--- src/rtl/apb_rr_arbiter_pkg.sv ---
`default_nettype none
// +----------------------------------------------------------------------------+
// | Module      : apb_rr_arbiter_pkg                                           |
// | Description : Shared SoC config for the APB round-robin arbiter: FSM       |
// |               state encodings, timeout error data and a one-hot helper.    |
// | Revision    : 1.0 - initial release                                        |
// +----------------------------------------------------------------------------+
package apb_rr_arbiter_pkg;

    typedef enum logic [1:0] {
        ST_IDLE   = 2'b00,
        ST_SETUP  = 2'b01,
        ST_ACCESS = 2'b10
    } arb_state_e;

    localparam int c_MAX_PORTS      = 16;
    localparam int c_MAX_DATA_WIDTH = 64;

    // Read data returned to a master whose transfer was aborted; sliced to DATA_WIDTH.
    localparam logic [c_MAX_DATA_WIDTH-1:0] c_TIMEOUT_RDATA = '1;

    function automatic logic [c_MAX_PORTS-1:0] idx_to_onehot(input logic [3:0] idx);
        return {{(c_MAX_PORTS-1){1'b0}}, 1'b1} << idx;
    endfunction

endpackage
`default_nettype wire

--- src/rtl/apb_rr_arbiter_if.sv ---
`default_nettype none
// +----------------------------------------------------------------------------+
// | Module      : apb_rr_arbiter_if                                            |
// | Description : Bundled per-master APB request ports and the shared          |
// |               downstream APB port. 'master' is the arbiter's view,         |
// |               'slave' is the surrounding system's view.                    |
// | Revision    : 1.0 - initial release                                        |
// +----------------------------------------------------------------------------+
interface apb_rr_arbiter_if #(
    parameter int MASTER_PORTS = 4,
    parameter int BUS_WIDTH    = 16,
    parameter int DATA_WIDTH   = 16
);
    logic [MASTER_PORTS*BUS_WIDTH-1:0]  S_PADDR;
    logic [MASTER_PORTS-1:0]            S_PWRITE;
    logic [MASTER_PORTS-1:0]            S_PSELx;
    logic [MASTER_PORTS-1:0]            S_PENABLE;
    logic [MASTER_PORTS*DATA_WIDTH-1:0] S_PWDATA;
    logic [MASTER_PORTS*DATA_WIDTH-1:0] S_PRDATA;
    logic [MASTER_PORTS-1:0]            S_PREADY;

    logic [BUS_WIDTH-1:0]               M_PADDR;
    logic                               M_PWRITE;
    logic                               M_PSEL;
    logic                               M_PENABLE;
    logic [DATA_WIDTH-1:0]              M_PWDATA;
    logic [DATA_WIDTH-1:0]              M_PRDATA;
    logic                               M_PREADY;

    modport master (
        input  S_PADDR, S_PWRITE, S_PSELx, S_PENABLE, S_PWDATA,
        output S_PRDATA, S_PREADY,
        output M_PADDR, M_PWRITE, M_PSEL, M_PENABLE, M_PWDATA,
        input  M_PRDATA, M_PREADY
    );

    modport slave (
        output S_PADDR, S_PWRITE, S_PSELx, S_PENABLE, S_PWDATA,
        input  S_PRDATA, S_PREADY,
        input  M_PADDR, M_PWRITE, M_PSEL, M_PENABLE, M_PWDATA,
        output M_PRDATA, M_PREADY
    );
endinterface
`default_nettype wire

--- src/rtl/apb_rr_arbiter_pick.sv ---
`default_nettype none
// +----------------------------------------------------------------------------+
// | Module      : apb_rr_pick                                                  |
// | Description : Combinational round-robin selector: first requester found    |
// |               searching upward from (last+1) mod MASTER_PORTS.             |
// | Revision    : 1.0 - initial release                                        |
// +----------------------------------------------------------------------------+
module apb_rr_pick #(
    parameter int MASTER_PORTS = 4,
    parameter int IDX_W        = $clog2(MASTER_PORTS)
) (
    input  wire  [MASTER_PORTS-1:0] i_req,
    input  wire  [IDX_W-1:0]        i_last,
    output logic                    o_valid,
    output logic [IDX_W-1:0]        o_idx
);
    int w_cand;

    // Walk offsets from farthest to nearest so the nearest hit is assigned last.
    always_comb begin
        o_valid = 1'b0;
        o_idx   = '0;
        w_cand  = 0;
        for (int k = MASTER_PORTS; k >= 1; k--) begin
            w_cand = int'(i_last) + k;
            if (w_cand >= MASTER_PORTS) begin
                w_cand = w_cand - MASTER_PORTS;
            end
            if (i_req[w_cand[IDX_W-1:0]]) begin
                o_valid = 1'b1;
                o_idx   = w_cand[IDX_W-1:0];
            end
        end
    end
endmodule
`default_nettype wire

--- src/rtl/apb_rr_arbiter.sv ---
`default_nettype none
// +----------------------------------------------------------------------------+
// | Module      : apb_rr_arbiter                                               |
// | Description : Round-robin arbiter funnelling N APB masters onto one        |
// |               downstream APB port. Optional ACCESS timeout is compiled in  |
// |               with macro APB_ARB_TIMEOUT_EN.                               |
// | Revision    : 1.0 - initial release                                        |
// +----------------------------------------------------------------------------+
module apb_rr_arbiter
    import apb_rr_arbiter_pkg::*;
#(
    parameter int MASTER_PORTS   = 4,
    parameter int BUS_WIDTH      = 16,
    parameter int DATA_WIDTH     = 16,
    parameter int TIMEOUT_CYCLES = 255
) (
    input  wire                     clk,
    input  wire                     reset,
    apb_rr_arbiter_if.master        bus,
    output logic [MASTER_PORTS-1:0] grant,
    output logic                    timeout
);
    localparam int c_IDX_W = $clog2(MASTER_PORTS);

    arb_state_e              state_q, state_d;
    logic [c_IDX_W-1:0]      last_q, last_d;
    logic [MASTER_PORTS-1:0] grant_q, grant_d;
    logic [BUS_WIDTH-1:0]    m_paddr_q, m_paddr_d;
    logic                    m_pwrite_q, m_pwrite_d;
    logic                    m_psel_q, m_psel_d;
    logic                    m_penable_q, m_penable_d;
    logic [DATA_WIDTH-1:0]   m_pwdata_q, m_pwdata_d;

    logic                    w_pick_valid;
    logic [c_IDX_W-1:0]      w_pick_idx;
    logic [c_MAX_PORTS-1:0]  w_pick_onehot;
    logic                    w_abort;
    logic                    w_complete;
    logic                    w_unused_penable;

    apb_rr_pick #(
        .MASTER_PORTS (MASTER_PORTS),
        .IDX_W        (c_IDX_W)
    ) u_pick (
        .i_req   (bus.S_PSELx),
        .i_last  (last_q),
        .o_valid (w_pick_valid),
        .o_idx   (w_pick_idx)
    );

    assign w_pick_onehot    = idx_to_onehot(4'(w_pick_idx));
    assign w_unused_penable = ^bus.S_PENABLE;

`ifdef APB_ARB_TIMEOUT_EN
    logic [15:0] tmo_cnt_q, tmo_cnt_d;

    assign w_abort = (state_q == ST_ACCESS) && !bus.M_PREADY &&
                     (tmo_cnt_q == 16'(TIMEOUT_CYCLES - 1));

    always_comb begin
        tmo_cnt_d = '0;
        if ((state_q == ST_ACCESS) && !bus.M_PREADY && !w_abort) begin
            tmo_cnt_d = tmo_cnt_q + 16'd1;
        end
    end

    always_ff @(posedge clk or posedge reset) begin
        if (reset) begin
            tmo_cnt_q <= '0;
        end else begin
            tmo_cnt_q <= tmo_cnt_d;
        end
    end
`else
    wire [15:0] w_unused_timeout_cfg = 16'(TIMEOUT_CYCLES);
    assign w_abort = 1'b0;
`endif

    assign w_complete = (state_q == ST_ACCESS) && (bus.M_PREADY || w_abort);
    assign timeout    = w_abort;

    // The owner is always last_q while a transfer is in flight.
    always_comb begin
        bus.S_PREADY = '0;
        bus.S_PRDATA = '0;
        if (w_complete) begin
            bus.S_PREADY[last_q] = 1'b1;
            bus.S_PRDATA[last_q*DATA_WIDTH +: DATA_WIDTH] =
                w_abort ? c_TIMEOUT_RDATA[DATA_WIDTH-1:0] : bus.M_PRDATA;
        end
    end

    always_comb begin
        state_d     = state_q;
        last_d      = last_q;
        grant_d     = grant_q;
        m_paddr_d   = m_paddr_q;
        m_pwrite_d  = m_pwrite_q;
        m_psel_d    = m_psel_q;
        m_penable_d = m_penable_q;
        m_pwdata_d  = m_pwdata_q;
        case (state_q)
            ST_IDLE: begin
                if (w_pick_valid) begin
                    m_paddr_d   = bus.S_PADDR[w_pick_idx*BUS_WIDTH +: BUS_WIDTH];
                    m_pwrite_d  = bus.S_PWRITE[w_pick_idx];
                    m_pwdata_d  = bus.S_PWDATA[w_pick_idx*DATA_WIDTH +: DATA_WIDTH];
                    grant_d     = w_pick_onehot[MASTER_PORTS-1:0];
                    last_d      = w_pick_idx;
                    m_psel_d    = 1'b1;
                    m_penable_d = 1'b0;
                    state_d     = ST_SETUP;
                end
            end
            ST_SETUP: begin
                m_penable_d = 1'b1;
                state_d     = ST_ACCESS;
            end
            ST_ACCESS: begin
                if (w_complete) begin
                    m_psel_d    = 1'b0;
                    m_penable_d = 1'b0;
                    grant_d     = '0;
                    state_d     = ST_IDLE;
                end
            end
            default: begin
                m_psel_d    = 1'b0;
                m_penable_d = 1'b0;
                grant_d     = '0;
                state_d     = ST_IDLE;
            end
        endcase
    end

    // last resets to the top index so master 0 is searched first.
    always_ff @(posedge clk or posedge reset) begin
        if (reset) begin
            state_q     <= ST_IDLE;
            last_q      <= c_IDX_W'(MASTER_PORTS - 1);
            grant_q     <= '0;
            m_paddr_q   <= '0;
            m_pwrite_q  <= 1'b0;
            m_psel_q    <= 1'b0;
            m_penable_q <= 1'b0;
            m_pwdata_q  <= '0;
        end else begin
            state_q     <= state_d;
            last_q      <= last_d;
            grant_q     <= grant_d;
            m_paddr_q   <= m_paddr_d;
            m_pwrite_q  <= m_pwrite_d;
            m_psel_q    <= m_psel_d;
            m_penable_q <= m_penable_d;
            m_pwdata_q  <= m_pwdata_d;
        end
    end

    assign bus.M_PADDR   = m_paddr_q;
    assign bus.M_PWRITE  = m_pwrite_q;
    assign bus.M_PSEL    = m_psel_q;
    assign bus.M_PENABLE = m_penable_q;
    assign bus.M_PWDATA  = m_pwdata_q;
    assign grant         = grant_q;
endmodule
`default_nettype wire

--- src/flat_wrapper.sv ---
// flat-port wrapper written by rule: the top's interface ports become plain ports
module apb_rr_arbiter_flat import apb_rr_arbiter_pkg::*;
#(
    parameter int MASTER_PORTS   = 4,
    parameter int BUS_WIDTH      = 16,
    parameter int DATA_WIDTH     = 16,
    parameter int TIMEOUT_CYCLES = 255
)
  (clk, reset, grant, timeout, bus_S_PADDR, bus_S_PWRITE, bus_S_PSELx, bus_S_PENABLE, bus_S_PWDATA, bus_S_PRDATA, bus_S_PREADY, bus_M_PADDR, bus_M_PWRITE, bus_M_PSEL, bus_M_PENABLE, bus_M_PWDATA, bus_M_PRDATA, bus_M_PREADY);
  apb_rr_arbiter_if #(.MASTER_PORTS(MASTER_PORTS), .BUS_WIDTH(BUS_WIDTH), .DATA_WIDTH(DATA_WIDTH)) bus_i ();
  input  wire clk;
  input  wire reset;
  output logic [MASTER_PORTS-1:0] grant;
  output logic timeout;
  input wire logic [$bits(bus_i.S_PADDR)-1:0] bus_S_PADDR;
  input wire logic [$bits(bus_i.S_PWRITE)-1:0] bus_S_PWRITE;
  input wire logic [$bits(bus_i.S_PSELx)-1:0] bus_S_PSELx;
  input wire logic [$bits(bus_i.S_PENABLE)-1:0] bus_S_PENABLE;
  input wire logic [$bits(bus_i.S_PWDATA)-1:0] bus_S_PWDATA;
  output wire logic [$bits(bus_i.S_PRDATA)-1:0] bus_S_PRDATA;
  output wire logic [$bits(bus_i.S_PREADY)-1:0] bus_S_PREADY;
  output wire logic [$bits(bus_i.M_PADDR)-1:0] bus_M_PADDR;
  output wire logic [$bits(bus_i.M_PWRITE)-1:0] bus_M_PWRITE;
  output wire logic [$bits(bus_i.M_PSEL)-1:0] bus_M_PSEL;
  output wire logic [$bits(bus_i.M_PENABLE)-1:0] bus_M_PENABLE;
  output wire logic [$bits(bus_i.M_PWDATA)-1:0] bus_M_PWDATA;
  input wire logic [$bits(bus_i.M_PRDATA)-1:0] bus_M_PRDATA;
  input wire logic [$bits(bus_i.M_PREADY)-1:0] bus_M_PREADY;
  assign bus_i.S_PADDR = bus_S_PADDR;
  assign bus_i.S_PWRITE = bus_S_PWRITE;
  assign bus_i.S_PSELx = bus_S_PSELx;
  assign bus_i.S_PENABLE = bus_S_PENABLE;
  assign bus_i.S_PWDATA = bus_S_PWDATA;
  assign bus_S_PRDATA = bus_i.S_PRDATA;
  assign bus_S_PREADY = bus_i.S_PREADY;
  assign bus_M_PADDR = bus_i.M_PADDR;
  assign bus_M_PWRITE = bus_i.M_PWRITE;
  assign bus_M_PSEL = bus_i.M_PSEL;
  assign bus_M_PENABLE = bus_i.M_PENABLE;
  assign bus_M_PWDATA = bus_i.M_PWDATA;
  assign bus_i.M_PRDATA = bus_M_PRDATA;
  assign bus_i.M_PREADY = bus_M_PREADY;
  apb_rr_arbiter #(.MASTER_PORTS(MASTER_PORTS), .BUS_WIDTH(BUS_WIDTH), .DATA_WIDTH(DATA_WIDTH), .TIMEOUT_CYCLES(TIMEOUT_CYCLES)) u_core (.clk(clk), .reset(reset), .bus(bus_i), .grant(grant), .timeout(timeout));
endmodule
--- config.mk ---
export PLATFORM = sky130hd
export DESIGN_NAME = apb_rr_arbiter_flat
export DESIGN_NICKNAME = d
export VERILOG_FILES = /design/src/rtl/apb_rr_arbiter_pkg.sv /design/src/rtl/apb_rr_arbiter_if.sv /design/src/rtl/apb_rr_arbiter_pick.sv /design/src/rtl/apb_rr_arbiter.sv /design/src/flat_wrapper.sv
export SDC_FILE = /design/constraint.sdc
export NUM_CORES = 1
export LEC_CHECK = 0
export BUFFER_PORTS_ARGS = -buffer_cell sky130_fd_sc_hd__buf_2
export CELL_PAD_IN_SITES_DETAIL_PLACEMENT = 1
export CELL_PAD_IN_SITES_GLOBAL_PLACEMENT = 2
export CORE_MARGIN = 2
export CORE_UTILIZATION = 22
export CTS_BUF_LIST = sky130_fd_sc_hd__clkbuf_4
export DETAILED_ROUTE_END_ITERATION = 10
export PLACE_DENSITY = 0.91
export SYNTH_ARGS = -nofsm -noshare
export SYNTH_HDL_FRONTEND = slang
export SYNTH_SLANG_ARGS = --single-unit
--- constraint.sdc ---
create_clock -name clk -period 7.95 [get_ports clk]
set_input_delay 0.795 -clock clk [delete_from_list [all_inputs] [get_ports clk]]
set_output_delay 0.795 -clock clk [all_outputs]
set_load 0.05 [all_outputs]
==> qor.tcl, run 1 <==
set qor(rsz0062_at_grt) {no}
set qor(largest_net_degree_at_the_start_of_global_routing) 70
set qor(fin_crit_sh) 0.545
set qor(slew_headroom) 0.245
set qor(cts-htree-levels) 2
set qor(netlist-cell-type-count) 41
set qor(maxClockFrequency_ghz) 0.231
set qor(path_depth) 6
set qor(route.vias.total) 3762
set qor(cts_buffers) 5
set qor(critical_path_required_ns) 7.15
set qor(timing.hold.worst.class) {reg2reg}
set qor(synthFlopType) {dfrtp_1}
set qor(yosys_register_bits) 42
set qor(worst_skew_pair.late_latency_ns) 0.37
set qor(hold_ws_ns) 0.516
set qor(layout_nets) 744
set qor(post_drt_via_cell_ratio) 4.93
set qor(route.final.wire_length_mm) 13.0
set qor(die_height_um) 125
set qor(number_of_remaining_drc_errors) 0
set qor(warnings_from_yosys) 0
set qor(worst_ep_arrival_time_ns) 3.54
set qor(cp_cell_sequence) {inv_1 > ha_1 > nand2_1 > nor4b_2 > and2_1 > buf_2}
set qor(grt_pass1_vias) 3950
set qor(largest_stage_delay_on_the_critical_path_ns) 0.97
set qor(maxCapViolations) 0
set qor(hold_buffers) 0
set qor(layout_area_growth_over_synthesis_pct) 44.4
set qor(endpoint_kind) {output port}
set qor(leakagePower_nw) 2.49
set qor(critPathSlowestCell) {nor4b_2}
set qor(start_util) 0.224
set qor(post_synthesis_sequential_area_ratio) 0.325
set qor(cp_max_fo) 16
set qor(min_period_ns) 4.33
set qor(detailedRoute.firstIterationViolations) 125
set qor(synth-edff-count) 0
set qor(cts-resized-gates) 0
set qor(clockRootBuffer) {clkbuf_4}
set qor(core.rowCount) 44
set qor(setup_tns_ns) 0
set qor(finalClockSkew_ns) 0.0145
set qor(dp_hpwl_mm) 9.96
set qor(worstHoldPathCells) 2
set qor(syn_inst) 337
set qor(final-hold-violation-count) 0
set qor(standard_cell_core_area_mm2) 0.0145
set qor(fin_total_pwr_mw) 1.88
set qor(drt_pass1_iterations) 4
set qor(worst-r2r-cell-count) 8
set qor(syn-cell-area_mm2) 0.00324
set qor(use_met3) 0.0432
set qor(drive_gt1_frac) 0.497
set qor(grt_first_pass_wirelength_mm) 20.5
set qor(port_buffers) 261
set qor(grtUsageMet2) 0.321
set qor(grt_use_met1) 0.163
set qor(ctsLongestPathBuffers) 2
set qor(syn-num-nets) 504
set qor(cts_tree) {built}
set qor(synthArstFlopShare) 1.00
set qor(wl_per_cell_um) 17.0
set qor(syn_avg_cell_area_um2) 9.62
set qor(grt_overflow) 0
set qor(clock_sink_count) 42
set qor(power_density_mw_per_mm2) 401
set qor(clock_pin_slew_worst_setup_and_hold_paths_ns) 0.13
set qor(grt_antenna_before_repair) 1
set qor(floorplan.io_pins) 267
set qor(die_area_mm2) 0.0157
set qor(total_setup_violations_reported_at_the_end_of_the_flow) 0
set qor(crit_family) {simple AND/OR/NAND/NOR gates}
set qor(power.ir.vdd_worst_v) 0.000206
set qor(grt.busiest_layer) {met2}
set qor(path_class) {reg2out}
set qor(ant_nets) 0
set qor(worstSetupStartpointType) {flip-flop}
set qor(place.gp.congestion) 0.884
set qor(die_x_um) 125
set qor(cts_setup_buffers) 0
set qor(critical_path_buf_inv_count) 2
set qor(status) {completed}
set qor(track_usage) 0.160
set qor(worst_slew_pin_slew_ns) 1.13
set qor(timing_max_transition_violations_final) 0
-- layout by cell type (no fill, tap or decap), types with 2 or more instances in the layout --
| cell type | netlist | layout |
|---|---|---|
| buf_2 | 7 | 261 |
| and2_1 | 68 | 68 |
| dfrtp_1 | 40 | 40 |
| mux2i_1 | 37 | 37 |
| nand3_1 | 36 | 36 |
| a32oi_1 | 33 | 33 |
| o211ai_1 | 33 | 33 |
| nand2_1 | 9 | 9 |
| ha_1 | 8 | 8 |
| clkbuf_4 | 0 | 6 |
| buf_4 | 2 | 5 |
| inv_1 | 5 | 4 |
| o22ai_1 | 3 | 3 |
| o21ai_1 | 3 | 3 |
| mux2i_4 | 2 | 2 |
| nor2b_1 | 2 | 2 |
| o21ai_0 | 2 | 2 |
| nor2_1 | 2 | 2 |
| dfstp_2 | 2 | 2 |
-- stage by stage --
step | area, um2 | utilization | setup WS (ns) | std cells
2_1_floorplan | 3240 | - | 4.56 | 337
3_3_place_gp | 4600 | 0.317 | 4.18 | 754
3_5_place_dp | 4600 | 0.317 | 3.97 | 754
4_1_cts | 4680 | 0.323 | 3.53 | 762
5_1_grt | 4680 | 0.323 | 3.32 | 762
6_report | 4680 | 0.323 | 3.62 | 763
-- layout make-up --
cell class	count	area, um2
fillers	1795	9800
multi-input cells	257	1950
repair buffers	266	1340
flip-flops and latches	42	1050
well taps	184	230
clock buffers	6	45.0
clock inverters	2	37.5
inverters	5	18.8
diodes	1	2.50
-- cells in the mapped netlist (3+ instances only) --
master | count | share of area
a32oi_1 | 33 | 0.089
nand3_1 | 36 | 0.056
o211ai_1 | 33 | 0.076
dfrtp_1 | 40 | 0.31
buf_6 | 7 | 0.024
ha_1 | 8 | 0.031
buf_2 | 7 | 0.011
buf_8 | 3 | 0.014
o21ai_1 | 3 | 0.0046
and2_1 | 68 | 0.13
inv_1 | 5 | 0.0058
mux2i_1 | 37 | 0.11
clkbuf_1 | 13 | 0.015
nand2_1 | 9 | 0.010
o22ai_1 | 3 | 0.0058
-- power breakdown --
part / internal [mW] / total [mW] / switching, mW
Combinational: 0.400 / 1.33 / 0.926
Clock: 0.0698 / 0.148 / 0.0778
Sequential: 0.327 / 0.405 / 0.0777
Total: 0.797 / 1.88 / 1.08
-- final timing paths --
check / from / end / slack, ns
min: u_core.bus.M_PSEL / u_core.bus.M_PSEL / 0.52
max in group asynchronous: reset / u_core.bus.M_PWRITE / 6.73
max: u_core.last_q[0] / bus_S_PRDATA[37] / 3.62
max reg2reg: u_core.last_q[0] / u_core.bus.M_PWDATA[4] / 4.54
min reg2reg: u_core.bus.M_PSEL / u_core.bus.M_PSEL / 0.52
min in group asynchronous: reset / u_core.bus.M_PADDR[1] / 0.62
-- registers in the layout, indices dropped and copies added (netlist names) --
register	count
u_core.last_q	2
u_core.bus.M_PWDATA	16
u_core.bus.M_PADDR	16
u_core.bus.M_PWRITE	1
u_core.bus.M_PSEL	1
u_core.state_q	2
u_core.grant	4
-- layer usage --
layer / wire (um) / vias to the layer above
met2: 7010 / 208
met4: 153 / 0
met3: 1060 / 14
met1: 4780 / 1799
li1: - / 1741
met5: 0 / -
-- worst min-delay path, delay by kind of cell, from the launching register on --
kind | cells | cell delay, ns
flip-flops | 1 | 0.38
AND/OR/NAND/NOR | 2 | 0.12
-- cells by family (layout without fill, tap and decap cells) --
family,after synthesis,count (layout),share of synthesized area
and+or+nand+nor,126,126,0.226
AOI/OAI and AO/OA,80,80,0.202
muxes,42,42,0.139
DFF,42,42,0.325
buffers and inverters,38,279,0.0756
adders and majority gates,8,8,0.0309
other,1,2,0.00116
Note: power is estimated with default switching activity, not from simulation.
==> run 2: changes to the inputs <==
- CORE_UTILIZATION: 22 -> 21
- PLACE_DENSITY: 0.91 -> 0.87
- clock period: 7.95 -> 4.2 ns (I/O delays scaled with it)
==> qor.tcl, run 2 (synthesized netlist as in run 1, its figures left out) <==
set qor(crit-reg2reg-launch) {u_core.last_q[0]}
set qor(route.vias.total) 3705
set qor(power.ir.vdd_worst_v) 0.000344
set qor(port_buffers) 261
set qor(path_class) {reg2out}
set qor(total_setup_violations_reported_at_the_end_of_the_flow) 0
set qor(antenna_cells) 0
set qor(ctsLongestPathBuffers) 2
set qor(floorplan.io_pins) 267
set qor(final-hold-violation-count) 0
set qor(worst_ep_arrival_time_ns) 3.10
set qor(post_drt_via_cell_ratio) 4.83
set qor(fin_total_pwr_mw) 3.53
set qor(maxClockFrequency_ghz) 0.284
set qor(worst-r2r-setup-slack_ns) 1.01
set qor(worstSetupStartpointType) {flip-flop}
set qor(grt_first_pass_wirelength_mm) 19.3
set qor(clock_pin_slew_worst_setup_and_hold_paths_ns) 0.14
set qor(route.final.wire_length_mm) 12.7
set qor(design_area_mm2) 0.00469
set qor(clock_sink_count) 42
set qor(worst_setup_timing_slack_at_the_placement_stage_ns) 0.951
set qor(worst_skew_pair.late_latency_ns) 0.37
set qor(track_usage) 0.146
set qor(grt_pass1_vias) 3704
set qor(layout_nets) 745
set qor(cts_tree) {built}
set qor(number_of_remaining_drc_errors) 0
set qor(detailedRoute.firstIterationViolations) 106
set qor(fin_crit_sh) 0.838
set qor(dpl-instance-area_mm2) 0.00463
set qor(timing.hold.worst.class) {in2async}
set qor(largest_net_degree_at_the_start_of_global_routing) 70
set qor(setup_tns_ns) 0
set qor(power_density_mw_per_mm2) 754
set qor(die_height_um) 128
set qor(cts_buffers) 5
set qor(worst_slew_pin_slew_ns) 0.949
set qor(maxCapViolations) 0
set qor(grt_overflow) 0
set qor(most-common-layout-cells) {buf_2 (261), and2_1 (68), dfrtp_1 (40), mux2i_1 (37), nand3_1 (36)}
set qor(hold_buffers) 0
set qor(timing_max_transition_violations_final) 0
set qor(drt_pass1_iterations) 5
set qor(post-route-worst-setup-slack_ns) 0.681
set qor(die_area_mm2) 0.0164
set qor(start_util) 0.214
set qor(layout_area_growth_over_synthesis_pct) 44.6
set qor(cts_setup_buffers) 0
set qor(endpoint_kind) {output port}
set qor(grt_antenna_before_repair) 0
set qor(drive_gt1_frac) 0.496
set qor(worst-r2r-cell-count) 9
set qor(clockRootBuffer) {clkbuf_4}
set qor(finalClockSkew_ns) 0.0206
set qor(leakagePower_nw) 2.49
set qor(reg2reg_to) {u_core.bus.M_PWDATA[15]}
set qor(dp_hpwl_mm) 9.61
set qor(min_period_ns) 3.52
set qor(place.gp.congestion) 0.783
set qor(crit_start) {u_core.last_q[0]}
set qor(cts-htree-levels) 2
set qor(ant_nets) 0
set qor(wl_per_cell_um) 16.6
set qor(status) {completed}
set qor(cp_max_fo) 16
set qor(slew_headroom) 0.366
set qor(filler_cell_count) 1874
set qor(critical_path_required_ns) 3.78
set qor(core.rowCount) 45
set qor(cts-resized-gates) 0
set qor(standard_cell_core_area_mm2) 0.0151
set qor(final_common_cell) {buf_2}
set qor(die_x_um) 128
set qor(rsz0062_at_grt) {no}
run 2: layer usage:
metal  global-route usage  up-vias  wire length (um)
met5                    0        -                 0
met4               0.0330        0               129
met3               0.0330       10              1120
met2                0.283      201              6610
met1                0.161     1755              4830
li1                     -     1739                 -
run 2: worst max path at each step:
stage,slack [ns],cells after the start,endpoint
2_1_floorplan,1.19,8,bus_S_PRDATA[38]
3_3_place_gp,1.06,9,u_core.bus.M_PWDATA[15]
3_5_place_dp,0.95,9,u_core.bus.M_PWDATA[15]
4_1_cts,0.58,6,bus_S_PRDATA[20]
5_1_grt,0.36,6,bus_S_PRDATA[21]
6_report,0.68,6,bus_S_PRDATA[20]
run 2: layout make-up:
type	count	area, um2	share of cell area
Clock buffer	6	45.0	0.00961
Clock inverter	2	8.76	0.00187
Inverter	5	18.8	0.00400
Multi-Input combinational cell	257	1950	0.416
Sequential cell	42	1050	0.225
Tap cell	188	235	0.0502
Timing Repair Buffer	267	1380	0.294
run 2: power breakdown:
group          switching, mW  internal [mW]
Clock                  0.146         0.0697
Combinational           1.77          0.784
Sequential             0.148          0.619
Total                   2.06           1.47
run 2: critical path, stage by stage (launching register included):
cell     delay (ns)
dfstp_2        0.74
inv_1          0.25
ha_1           0.54
nand2_1        0.08
nor2_1         0.64
and2_1         0.22
buf_2          0.26
run 2: stage by stage:
step / hold WS, ns / utilization / std cells
2_1_floorplan: 0.530 / - / 337
3_3_place_gp: 0.460 / 0.306 / 759
3_5_place_dp: 0.482 / 0.306 / 759
4_1_cts: 0.259 / 0.310 / 767
5_1_grt: 0.277 / 0.310 / 767
6_report: 0.238 / 0.310 / 767
